--- src/rtl/suma_serial.sv ---
// Bit-serial reconstruction adder: A = B + RES (Sign=1) or B - RES (Sign=0), one bit per clock.
// Optional range-error flag enabled by defining SUMA_SERIAL_ERR_EN.
module suma_serial #(
  parameter int P = 4
) (
  input  logic         clk,
  input  logic         rst,
  input  logic         start,
  input  logic [P-1:0] B,
  input  logic [P-1:0] RES,
  input  logic         Sign,
  output logic [P-1:0] A,
  output logic         busy,
  output logic         done,
  output logic         err
);

  localparam int CW = (P > 1) ? $clog2(P) : 1;

  typedef enum logic [1:0] {IDLE, RUN, DONE} state_t;

  state_t         state_reg;
  logic [P-1:0]   sb_reg;
  logic [P-1:0]   sr_reg;
  logic [P-1:0]   a_reg;
  logic [CW-1:0]  cnt_reg;
  logic           sub_reg;
  logic           c_reg;
  logic           busy_reg;
  logic           done_reg;

  logic           y;
  logic           s;
  logic           c_next;
  logic           last;

  // Single full-adder slice; subtraction inverts RES and preloads carry with 1.
  assign y      = sr_reg[0] ^ sub_reg;
  assign s      = sb_reg[0] ^ y ^ c_reg;
  assign c_next = (sb_reg[0] & y) | (sb_reg[0] & c_reg) | (y & c_reg);
  assign last   = (cnt_reg == CW'(P - 1));

`ifdef SUMA_SERIAL_ERR_EN
  logic err_reg;
  assign err = err_reg;
`else
  assign err = 1'b0;
`endif

  always_ff @(posedge clk) begin
    if (rst) begin
      state_reg <= IDLE;
      sb_reg    <= '0;
      sr_reg    <= '0;
      a_reg     <= '0;
      cnt_reg   <= '0;
      sub_reg   <= 1'b0;
      c_reg     <= 1'b0;
      busy_reg  <= 1'b0;
      done_reg  <= 1'b0;
`ifdef SUMA_SERIAL_ERR_EN
      err_reg   <= 1'b0;
`endif
    end else begin
      case (state_reg)
        IDLE, DONE: begin
          done_reg <= 1'b0;
          if (start) begin
            sb_reg    <= B;
            sr_reg    <= RES;
            sub_reg   <= ~Sign;
            c_reg     <= ~Sign;
            cnt_reg   <= '0;
            a_reg     <= '0;
            busy_reg  <= 1'b1;
            state_reg <= RUN;
          end else begin
            state_reg <= IDLE;
          end
        end
        RUN: begin
          // LSB is produced first and walks down to bit 0 after P shifts.
          a_reg   <= {s, a_reg[P-1:1]};
          sb_reg  <= sb_reg >> 1;
          sr_reg  <= sr_reg >> 1;
          c_reg   <= c_next;
          cnt_reg <= cnt_reg + CW'(1);
          if (last) begin
            busy_reg  <= 1'b0;
            done_reg  <= 1'b1;
            state_reg <= DONE;
`ifdef SUMA_SERIAL_ERR_EN
            // Add: carry-out is overflow. Subtract: missing carry is a borrow.
            err_reg   <= c_next ^ sub_reg;
`endif
          end
        end
        default: begin
          state_reg <= IDLE;
          busy_reg  <= 1'b0;
          done_reg  <= 1'b0;
        end
      endcase
    end
  end

  assign A    = a_reg;
  assign busy = busy_reg;
  assign done = done_reg;

endmodule

--- config.mk ---
export PLATFORM = sky130hd
export DESIGN_NAME = suma_serial
export DESIGN_NICKNAME = d
export VERILOG_FILES = /design/src/rtl/suma_serial.sv
export SDC_FILE = /design/constraint.sdc
export NUM_CORES = 1
export LEC_CHECK = 0
export ABC_AREA = 1
export CAP_MARGIN = 20
export CORE_MARGIN = 2
export CORE_UTILIZATION = 35
export CTS_CLUSTER_SIZE = 24
export DETAILED_ROUTE_END_ITERATION = 10
export RECOVER_POWER = 25
export SETUP_SLACK_MARGIN = 0.15
export SKIP_LAST_GASP = 1
export SYNTH_ARGS = -nofsm -noshare
export SYNTH_HDL_FRONTEND = slang
export SYNTH_SLANG_ARGS = --single-unit
--- constraint.sdc ---
create_clock -name clk -period 1.55 [get_ports clk]
set_input_delay 0.31 -clock clk [delete_from_list [all_inputs] [get_ports clk]]
set_output_delay 0.31 -clock clk [all_outputs]
set_load 0.005 [all_outputs]
======== Yosys cells after proc, flatten, opt, wreduce, memory -nomap -nowiden ========
Index checks and enable logic that the tools add are counted.
storage, ports and cells
  flip-flop bits (word level) ............. 20
  bits in latches ......................... 0
  memory bits (writable) .................. 0
  memory bits (read-only) ................. 0
  output and inout port bits .............. 7
  word-level logic and storage cells ...... 48
  memories kept ........................... 0
cells by class
  $add $sub $neg .......................... 1
  multiply operators ...................... 0
  divide/modulo/power cells ............... 0
  magnitude comparators ................... 0
  equal/unequal tests ..................... 5
  shift-type cells ........................ 0
  mux-type cells .......................... 16
  bitwise gates (word level) .............. 10
  reductions and logical operators ........ 7
operators with widths
  kind                 number
  $pmux 4 s2           3
  $mux 4               3
  $pmux 2 s2           2
  $reduce_and 2->1     3
  $eq 2x2->1 const B   2
  $mux 1               4
  $mux 2               2
  $ne 2x2->1 const B   2
  $pmux 1 s2           2
  $reduce_or 2->1      2
  $and 1x1->1          3
  $xor 1x1->1          3
  $add 2x1->2 const B  1
  $eq 2x1->1 const B   1
  $logic_not 2->1      1
  $not 1->1            2
  $or 1x1->1           2
  $reduce_bool 2->1    1

======== Logic depth before layout (Yosys ltp) ========
  depth in word-level cells ............... 5
  gate-level depth with buffers ........... 6
  gate-level depth less buffers ........... 6

======== Least setup slack after synthesis ========
No wires, ideal clock.
  kind .................................... reg-to-reg
  from .................................... register sub_reg
  to ...................................... register c_reg
  setup time .............................. 0.111 ns
  data arrival time ....................... 1.057 ns
  required time ........................... 1.439 ns
  path slack .............................. 0.382 ns
  cell stages (with the launch flop) ...... 7
  path buffers ............................ 0
  period minus slack after synthesis ...... 1.168 ns
  path through ............................ dfxtp_1 -> xor2_1 -> fa_1 -> nand3_1 -> nand2_1 -> nor2_1 -> nor2_1
on the way
  word-level cells in the longest chain between the ends .. 5
  elaborated cells between the ends (all ways) .. 6
ends and longest elaborated chain
  element                 RTL line  text
  from (decl)             27        logic sub_reg;
  from (signal assigned)  71        sub_reg <= ~Sign;
  $xor 1x1->1 (*)         38        assign y = sr_reg[0] ^ sub_reg;
  $and 1x1->1             40        assign c_next = (sb_reg[0] & y) | (sb_reg[0] & c_reg) | (y & c_reg);
  $or 1x1->1              40
  $or 1x1->1 (*)          40
  $pmux 1 s2 (*)          65        case (state_reg)
  to (signal assigned)    72        c_reg <= ~Sign;
  to (signal assigned)    86        c_reg <= c_next;
  to (decl)               28        logic c_reg;
Mark *: on every way between the ends. The rest lies on a longest branch, timed or not.
A chain may end at the register's enable or synchronous reset.

======== Final worst setup path ========
Same ends and word-level chain as after synthesis.

==> reports/metrics.csv <==
metric;value;unit
status;finished clean;
power_frac_comb;18.2;%
ioPinCount;19;
fin_nets;152;
cap_violations;0;
yosysTopAreaCellShare;45.3;%
cp_top_family;adder cells;
drt_iter0_markers;11;
crit_buf_inv;0;
yosysTopAreaCell;dfxtp_1;
wl_per_cell;10.3;um
dp_hpwl;1230;um
p_int;788;uW
vias_per_cell;4.62;
min_period_over_period;81.5;%
ant_nets;0;
fp-row-count;18;
seq_area;407;sq um
power.density;931;nW/um^2
slew_violations;0;
fin_area;1140;sq um
setup_viol;0;
grt_pass1_wl;2990;um
port_buffers;17;
stdcell_count;167;
ir_drop;0.000472;V
max_freq;0.792;GHz
top_layer_used;met4;
multiInputGateArea;375;sq um
crit_type;flop to flop;
nFillCells;261;
die_w;54.3;um
route.met2.wl;750;um
yosysWarnings;0;
die_y;54.3;um
fin_util;47.1;%
clock_sinks;20;
cts_tree;yes;
crit_fanout;2;
hold_depth;1;
drive_above_1_share;11.7;%
cts_buffers;3;
rr_worst_depth;6;
slowest_stage;fa_1;
worst_ep_required_time;1.75;ns
drt-total-wl;1720;um
path_cells;xor2_1 -> fa_1 -> nand3_1 -> nand2_1 -> nor2_1 -> nor2_1;
route.detailed.drc;0;
fin_crit;1.26;ns
ys_ff_latch;20;
critical-path-max-stage-delay;0.37;ns
hold_path_class;flop to flop;
critPathLaunchType;flop;
setup.worst_path.end_class;flop;
critPathMostFrequentCell;nor2_1;
htree_levels;1;
p_sw;278;uW
synth.distinct_cells;20;
ctsLongestPathBuffers;2;
die-area;2950;sq um
seqPwrFrac;53.3;%
syn-mean-instance-area;7.69;sq um
grt_max_degree;19;
swShare;26.1;%
synthesis.area;885;sq um
whs;0.461;ns
p_clk_share;28.5;%
met1_length;840;um
skew;0.00901;ns
grt_use_total;14.3;%
critPathArrivalTime;1.47;ns
place_area;1110;sq um
vias;772;
cp.depth;6;
ys_seq_area_share;45.3;%
finalSetupTns;0;ns
synth_area_leaders;dfxtp_1 (45%), nand3_1 (10%), nand2_1 (8.1%);
antenna_cells;0;
place_inst;162;
rsz0062_at_grt;no;
grt_pass1_vias;690;
start_util;36.4;%
gp_congestion;0.765;
synth.net_count;129;
dr.pass1.iters;6;
p_leak;0.519;nW
dr_wl_met3;71;um
fp.coreArea;2430;sq um
path_clk_slew;0.12;ns
hold_buffers;0;
grt_overflow;0;
hold_viol_final;0;
syn_to_final_growth;29.4;%
antenna_found_initial;0;
clock_latency;0.30;ns
synthCells;115;
cts-root-buf;clkbuf_4;
[layout by cell type, fill, tap and decap left out]
cell	count
nand2_1	20
nand3_1	18
dfxtp_1	15
inv_1	14
nor2_1	13
clkdlybuf4s50_1	10
nor3_1	7
a21oi_1	6
dfxtp_2	5
dlygate4sd2_1	5
o21ai_0	4
buf_4	4
clkbuf_4	3
o22ai_1	2
buf_12	2
xor2_1	1
nor2_4	1
nand3b_1	1
fa_1	1
ha_1	1
conb_1	1
clkbuf_8	1
dlygate4sd3_1	1
dlymetal6s2s_1	1
[cells by family after synthesis]
logic type	after synthesis	synth area share, %
fa+ha+maj	2	3.68
xor+xnor	1	0.990
simple gates	60	31.1
buf+inv	19	11.0
compound gates	12	7.50
flops	20	45.3
other cells	1	0.424
[path summary, 6_finish.rpt]
kind	from	end	slack (ns)
hold / removal	cnt_reg[0]	cnt_reg[0]	0.46
hold reg to reg	cnt_reg[0]	cnt_reg[0]	0.46
setup / recovery	sub_reg	c_reg	0.29
setup reg to reg	sub_reg	c_reg	0.29
[Yosys cell counts]
cell type,number
nand3b_1,1
inv_2,1
nor2_1,13
inv_1,13
buf_4,3
o21ai_0,4
dfxtp_1,20
a21oi_2,1
conb_1,1
xor2_1,1
buf_6,2
ha_1,1
nor2_4,1
a21oi_1,5
fa_1,1
o22ai_1,2
nor3_1,7
nand2_4,1
nand3_1,18
nand2_1,19
[final cells by class]
type | instances | area share [%]
Timing Repair Buffer | 23 | 20.7
Inverter | 14 | 4.59
Multi-Input combinational cell | 76 | 32.8
Tap cell | 30 | 3.28
Clock buffer | 4 | 3.17
Sequential cell | 20 | 35.5
[timing repair]
item,CTS,global route
setup buffers,0,1
endpoints found under the hold margin,0,0
endpoints found under the setup margin,6,1
resized for setup,11,1
[power by group through the flow]
stage               Clock (mW)  Combinational [mW]  Sequential [mW]
floorplan                    0               0.130            0.577
global placement             0               0.204            0.579
detailed placement           0               0.205            0.580
CTS                      0.320               0.203            0.569
global route             0.344               0.223            0.573
finish                   0.304               0.194            0.568
[layer usage]
metal | GRT usage [%] | vias up
met1 | 17.5 | 338
li1 | - | 410
met3 | 2.46 | 5
met5 | 0 | -
met4 | 10.0 | 0
met2 | 22.7 | 19
[per-stage QoR]
stage / setup slack, ns / power, mW
2_1_floorplan: 0.382 / 0.707
3_3_place_gp: 0.130 / 0.783
3_5_place_dp: 0.121 / 0.786
4_1_cts: 0.0810 / 1.09
5_1_grt: 0.186 / 1.14
6_report: 0.287 / 1.07
Note: power is estimated with default switching activity, not from simulation.
